$ cat config.mk
export PLATFORM = sky130hd
export DESIGN_NAME = pipe_ctrl
export DESIGN_NICKNAME = d
export VERILOG_FILES = /design/src/rtl/ctrl_pkg.sv /design/src/rtl/stall_watchdog.sv /design/src/rtl/pipe_ctrl.sv
export SDC_FILE = /design/constraint.sdc
export NUM_CORES = 1
export LEC_CHECK = 0
export BUFFER_PORTS_ARGS = -buffer_cell sky130_fd_sc_hd__buf_2
export CORE_MARGIN = 5
export CORE_UTILIZATION = 45
export CTS_BUF_LIST = sky130_fd_sc_hd__clkbuf_8 sky130_fd_sc_hd__clkbuf_16
export DETAILED_ROUTE_END_ITERATION = 8
export PLACE_DENSITY = 0.95
export SLEW_MARGIN = 20
export SYNTH_ARGS = -nofsm -noshare
export SYNTH_HDL_FRONTEND = slang
export SYNTH_SLANG_ARGS = --single-unit
$ cat constraint.sdc
create_clock -name clk -period 3.75 [get_ports clk]
set_clock_uncertainty 0.05 [all_clocks]
set_input_delay 0.9375 -clock clk [delete_from_list [all_inputs] [get_ports clk]]
set_output_delay 0.9375 -clock clk [all_outputs]
set_load 0.02 [all_outputs]
$ cat src/rtl/ctrl_pkg.sv
// Shared constants for the pipeline controller: stall bit positions, stall vectors,
// FSM encodings and the default exception entry address.
package ctrl_pkg;

  localparam int STALL_W    = 6;
  localparam int STALL_PC   = 0;
  localparam int STALL_IFID = 1;
  localparam int STALL_IDEX = 2;
  localparam int STALL_EXMM = 3;
  localparam int STALL_MMWB = 4;
  localparam int STALL_WB   = 5;

  localparam logic [STALL_W-1:0] STALL_NONE = 6'b000000;
  localparam logic [STALL_W-1:0] STALL_IF   = 6'b000011;
  localparam logic [STALL_W-1:0] STALL_ID   = 6'b000111;
  localparam logic [STALL_W-1:0] STALL_EX   = 6'b001111;
  localparam logic [STALL_W-1:0] STALL_MEM  = 6'b011111;

  localparam logic [31:0] EXC_ENTRY_DEFAULT = 32'h0000_0020;

  typedef enum logic [1:0] {
    ST_RUN   = 2'd0,
    ST_STALL = 2'd1,
    ST_FLUSH = 2'd2
  } ctrl_state_t;

  // The deepest requesting stage decides how much of the pipe is frozen.
  function automatic logic [STALL_W-1:0] stall_vec(input logic req_mem, input logic req_ex,
                                                   input logic req_id, input logic req_if);
    if (req_mem)     return STALL_MEM;
    else if (req_ex) return STALL_EX;
    else if (req_id) return STALL_ID;
    else if (req_if) return STALL_IF;
    else             return STALL_NONE;
  endfunction

endpackage

$ cat src/rtl/stall_watchdog.sv
// Counts consecutive stall cycles (saturating) and raises a sticky timeout flag
// once a stall lasts STALL_TIMEOUT cycles.
module stall_watchdog #(
  parameter int STALL_TIMEOUT = 1024,
  parameter int CNT_W         = 16
) (
  input  logic clk,
  input  logic rst,
  input  logic stall_active,
  input  logic clear,
  output logic timeout
);

  localparam logic [CNT_W-1:0] CNT_LAST = CNT_W'(STALL_TIMEOUT - 1);

  logic [CNT_W-1:0] cnt_reg;
  logic             timeout_reg;

  always_ff @(posedge clk or negedge rst) begin
    if (!rst) begin
      cnt_reg     <= '0;
      timeout_reg <= 1'b0;
    end else begin
      if (clear || !stall_active) begin
        cnt_reg <= '0;
      end else if (cnt_reg != {CNT_W{1'b1}}) begin
        cnt_reg <= cnt_reg + 1'b1;
      end
      if (stall_active && !clear && cnt_reg == CNT_LAST) begin
        timeout_reg <= 1'b1;
      end
    end
  end

  assign timeout = timeout_reg;

endmodule

$ cat src/rtl/pipe_ctrl.sv
// Pipeline controller: merges stall requests, sequences exception/eret flushes and
// watches for runaway stalls. Define PIPE_CTRL_PERF_EN to add stall/flush perf counters.
module pipe_ctrl
  import ctrl_pkg::*;
#(
  parameter logic [31:0] EXC_ENTRY     = EXC_ENTRY_DEFAULT,
  parameter int          STALL_TIMEOUT = 1024,
  parameter int          CNT_W         = 16
) (
  input  logic               clk,
  input  logic               rst,
  input  logic               stallreq_if,
  input  logic               stallreq_id,
  input  logic               stallreq_ex,
  input  logic               stallreq_mem,
  input  logic               exc_valid,
  input  logic               exc_eret,
  input  logic [31:0]        cp0_epc,
  output logic [STALL_W-1:0] stall,
  output logic               flush,
  output logic [31:0]        new_pc,
  output logic [1:0]         ctrl_state,
  output logic               stall_timeout
`ifdef PIPE_CTRL_PERF_EN
  ,
  output logic [31:0]        perf_stall_cnt,
  output logic [31:0]        perf_flush_cnt
`endif
);

  ctrl_state_t state_reg;
  logic        any_req;
  logic        exc_accept;

  assign any_req    = stallreq_if | stallreq_id | stallreq_ex | stallreq_mem;
  // An exception seen during FLUSH belongs to an instruction already being squashed.
  assign exc_accept = exc_valid && (state_reg != ST_FLUSH);

  // Zero-latency outputs so the pipeline registers act on this same edge.
  always_comb begin
    stall  = STALL_NONE;
    flush  = 1'b0;
    new_pc = 32'h0;
    if (rst) begin
      if (exc_accept) begin
        flush  = 1'b1;
        new_pc = exc_eret ? cp0_epc : EXC_ENTRY;
      end else begin
        stall = stall_vec(stallreq_mem, stallreq_ex, stallreq_id, stallreq_if);
      end
    end
  end

  always_ff @(posedge clk or negedge rst) begin
    if (!rst) begin
      state_reg <= ST_RUN;
    end else if (exc_accept) begin
      state_reg <= ST_FLUSH;
    end else if (any_req) begin
      state_reg <= ST_STALL;
    end else begin
      state_reg <= ST_RUN;
    end
  end

  assign ctrl_state = state_reg;

  stall_watchdog #(
    .STALL_TIMEOUT(STALL_TIMEOUT),
    .CNT_W        (CNT_W)
  ) u_watchdog (
    .clk         (clk),
    .rst         (rst),
    .stall_active(|stall),
    .clear       (flush),
    .timeout     (stall_timeout)
  );

`ifdef PIPE_CTRL_PERF_EN
  logic [31:0] perf_stall_reg;
  logic [31:0] perf_flush_reg;

  always_ff @(posedge clk or negedge rst) begin
    if (!rst) begin
      perf_stall_reg <= 32'h0;
      perf_flush_reg <= 32'h0;
    end else begin
      if (|stall) perf_stall_reg <= perf_stall_reg + 32'd1;
      if (flush)  perf_flush_reg <= perf_flush_reg + 32'd1;
    end
  end

  assign perf_stall_cnt = perf_stall_reg;
  assign perf_flush_cnt = perf_flush_reg;
`endif

endmodule

Word-level counts from Yosys, hierarchy flattened:

Index checks and enable logic that the tools add are counted.
Widths: inputs -> output; s select.

* word-level logic and storage cells: 33
* flip-flop bits (word level): 19

* add/sub/neg operators: 1
* equal/unequal tests: 3
* bitwise operators: 3
* reductions and logical operators: 8
* muxes and demuxes: 15

Operators by type and width (count)
* $mux 32: 3
* $mux 16: 2
* $add 16x1->16 const B: 1
* $eq 16x10->1 const B: 1
* $ne 16x16->1 const B: 1
* $mux 5: 2
* $mux 6: 1
* $reduce_or 6->1: 1
* $mux 2: 2
* $mux 4: 1
* $logic_and 1x1->1: 3
* $mux 1: 3
* $mux 3: 1
* $or 1x1->1: 3
* $logic_not 1->1: 2
* $ne 2x2->1 const B: 1
* $reduce_bool 2->1: 1
* $logic_or 1x1->1: 1

Depth between registers and ports, before layout:

* depth after elaboration: 10
* mapped depth: 5

By module:

Synthesis repeated with hierarchy kept, for this count alone.

* cell total of the unflattened synthesis: 188
* area, all modules: 1642.8 sq um

Modules (own cells, without submodules)
* stall_watchdog: sequential area each 425.4 sq um, cells each 95, area an instance 894.6 sq um, times used 1
* pipe_ctrl: sequential area each 50.0 sq um, cells each 93, area an instance 748.2 sq um, times used 1

Worst setup path before layout:

OpenSTA, ideal clock, no wires.

* path kind: input to output
* from: in exc_valid
* to: out new_pc[22]
* arrival time: 1886 ps
* stages on the path: 4
* buffers on the path: 1
* path slack: 876 ps
* cells stage by stage: nand2_1 > nor2_1 > clkbuf_1 > and3_1

* longest elaborated chain between the ends: 3

Ends and longest elaborated chain
* start: declaration: RTL line pipe_ctrl.sv:16 `input logic exc_valid,`
* $logic_and 1x1->1: RTL line pipe_ctrl.sv:37 `assign exc_accept = exc_valid && (state_reg != ST_FLUSH);`
* $mux 32: RTL line pipe_ctrl.sv:45 `if (exc_accept) begin`
* $mux 32: RTL line pipe_ctrl.sv:44 `if (rst) begin`
* end: declaration: RTL line pipe_ctrl.sv:21 `output logic [31:0] new_pc,`

Every way passes these cells.

Final worst setup path:

* from: in stallreq_mem
* to: out stall[0]

* longest elaborated chain between the ends: 3

Ends and longest elaborated chain
* start: declaration: RTL line pipe_ctrl.sv:15 `input logic stallreq_mem,`
* $mux 5: RTL line ctrl_pkg.sv:30 `if (req_mem) return STALL_MEM;`
* $mux 5: RTL line pipe_ctrl.sv:45
* $mux 6: RTL line pipe_ctrl.sv:44
* end: declaration: RTL line pipe_ctrl.sv:19 `output logic [STALL_W-1:0] stall,`

Every way passes these cells.

==> results.yml <==
outcome:
  status: "finished clean"
clocking:
  postCtsSetupBuffers: 0
  clk_path_buf_depth: 2
  ctsResizeCount: 0
  clock-sinks: 19
  ctsHoldBuffers: 0
  clkTransAtPathRegs_ns: 0.07
  cts_buffers: 3
  clock_latency_ns: 0.26
  cts_tree: "yes"
  cts.htree.levels: 1
  cts-root-buf: "clkbuf_8"
global_route:
  track_usage_pct: 18.22
  grt-ovfl-total: 0
  grt_pass1_vias: 1277
  grt_max_degree: 33
  grt_pass1_wl_um: 6016
  antenna_found_initial: 0
min_path:
  hp-start: "u_watchdog.timeout"
  hold_class: "flip-flop to flip-flop"
critical_path:
  critical_path.startpoint_type: "input port"
  critical_path_class: "input port to output port"
  arrival_ns: 1.93
  r2r_start: "u_watchdog.cnt_reg[0]"
  end_kind: "output port"
  cp.required_ns: 2.76
  cp_max_fo: 9
  crit_start: "stallreq_mem"
sta:
  fmax_ghz: 0.3423
  holdWs_ns: 0.4207
  min_period_ns: 2.922
  fin_tns_setup_ns: 0
  finalCritPeriodShare_pct: 77.91
  maxSlewHeadroom_pct: 47.45
  final_max_slew_viol_count: 0
  hold_viol_final: 0
  grt_setup_unrepaired: "no"
  finalSetupViolCount: 0
  tightest_slew_ns: 0.7817
drt:
  drt_iter0_markers: 80
  drt_pass1_iterations: 6
  wl_per_cell_um: 14.11
  vias_per_cell: 5.448
  antenna_left: 0
  vias: 1422
  wirelength_um: 3682
  route.detailed.drc: 0
die:
  die_h_um: 62.81
  dieArea_um2: 3945
  die_w_um: 62.81
  start_util_pct: 46.31
  core_area_um2: 2710
  io_pins: 82
  rows: 19
synthesis:
  syn-num-nets: 193
  synth_cell_types: 37
  synth_top_area_share_pct: 37.89
  yosysTopAreaCell: "dfrtp_1"
  async_flop_share_pct: 100.0
  synth-seq-cells: 19
  yosysSeqAreaShare_pct: 37.89
  yosys-top-cells-count: "34 x and3_1, 19 x dfrtp_1, 15 x nor2_1"
  yosys_warnings: 0
  synth_cells: 152
  yosysMostFrequentCell: "and3_1"
  syn_area_per_cell_um2: 8.256
  synth-edff-count: 0
  synth_area_um2: 1255
  synthFlopType: "dfrtp_1"
  synth_area_leaders: "dfrtp_1 38%, and3_1 17%, nor2_1 4.5%"
flow_run:
  maxCapViolations: 0
final_layout:
  syn2layout_area_growth_pct: 37.19
  nNetsFinal: 272
  antenna_cells: 0
  layout-drive-gt1-share_pct: 40.43
  stdcell_count: 261
  largest_reg_flops: 16
  fin_util_pct: 63.53
pwr:
  power_density_nw_per_um2: 258.9
  p_leak_nw: 1.025
  power.total_mw: 0.4457
  vdd_drop_max_v: 0.0003118
place:
  dp_cells: 257
  dp_hpwl_um: 2862
  gp_congestion: 0.8234
  io_buffers: 80
==> layout by cell type (no fill, tap or decap), types with 2 or more instances in the layout <==
master,synthesis,routed
buf_2,0,80
and3_1,34,34
dfrtp_1,19,19
nor2_1,15,15
o21ai_0,9,9
nand2_1,8,8
nand3_1,7,7
inv_1,5,5
nor3_1,5,5
nor4_1,4,4
a31oi_1,4,4
a21oi_1,4,4
clkbuf_8,0,3
buf_4,2,3
nor2b_1,2,2
nand4_1,2,2
mux2i_1,2,2
and4_1,2,2
or3_1,2,2
==> power breakdown <==
group	total [mW]	switching [mW]	internal, mW
Combinational	0.0917	0.0553	0.0363
Sequential	0.210	0.00192	0.208
Clock	0.144	0.0699	0.0741
==> worst paths after layout <==
| check | to | slack [ns] | cells after the start |
|---|---|---|---|
| worst max-delay path | stall[0] | 0.83 | 5 |
| worst min-delay path | u_watchdog.timeout | 0.42 | 1 |
| worst max register to register | u_watchdog.cnt_reg[8] | 1.68 | 5 |
| worst min register to register | u_watchdog.timeout | 0.42 | 1 |
| max in group asynchronous | u_watchdog.cnt_reg[5] | 2.85 | 2 |
| min in group asynchronous | u_watchdog.cnt_reg[13] | 0.59 | 2 |
==> worst max-delay path, stage by stage <==
cell and delay [ns]:
buf_2 0.12, nor4_1 0.36, a211o_1 0.17, inv_1 0.14, buf_2 0.20
==> per-layer routing <==
metal  wire length [um]  GRT usage, %  vias to the layer above
li1                   -             -                      719
met1               1478         21.21                      642
met2               1862         31.22                       52
met3                278         6.475                        9
met4                 62         5.305                        0
met5                  0             0                        -
==> through the flow <==
step,instance area (um^2),setup slack [ns]
after CTS,1722,0.8231
final,1722,0.8283
after floorplan,1255,0.8763
after detailed placement,1675,0.8262
after global routing,1722,0.7183
after global placement,1675,0.8367
==> cell type report <==
class                      count  area, um^2
fill                         235       988.4
multi-input combinational    119       719.4
sequential                    19       475.5
timing repair buffer          83       422.9
clock buffer                   3       41.29
tap                           31       38.79
inverter                       5       18.77
clock inverter                 1       5.005
==> cell families (layout without fill, tap and decap cells) <==
family	count (synthesis)	count (layout)	share of synthesized area [%]
compound gates	26	26	13.16
other cells	1	1	0.2988
mux	2	2	1.595
xor+xnor	1	1	0.6980
fa+ha+maj	1	1	0.9968
simple gates	88	88	40.58
buf+inv	14	92	4.786
flops	19	19	37.89
No activity file was read; power rests on OpenSTA's default activity.
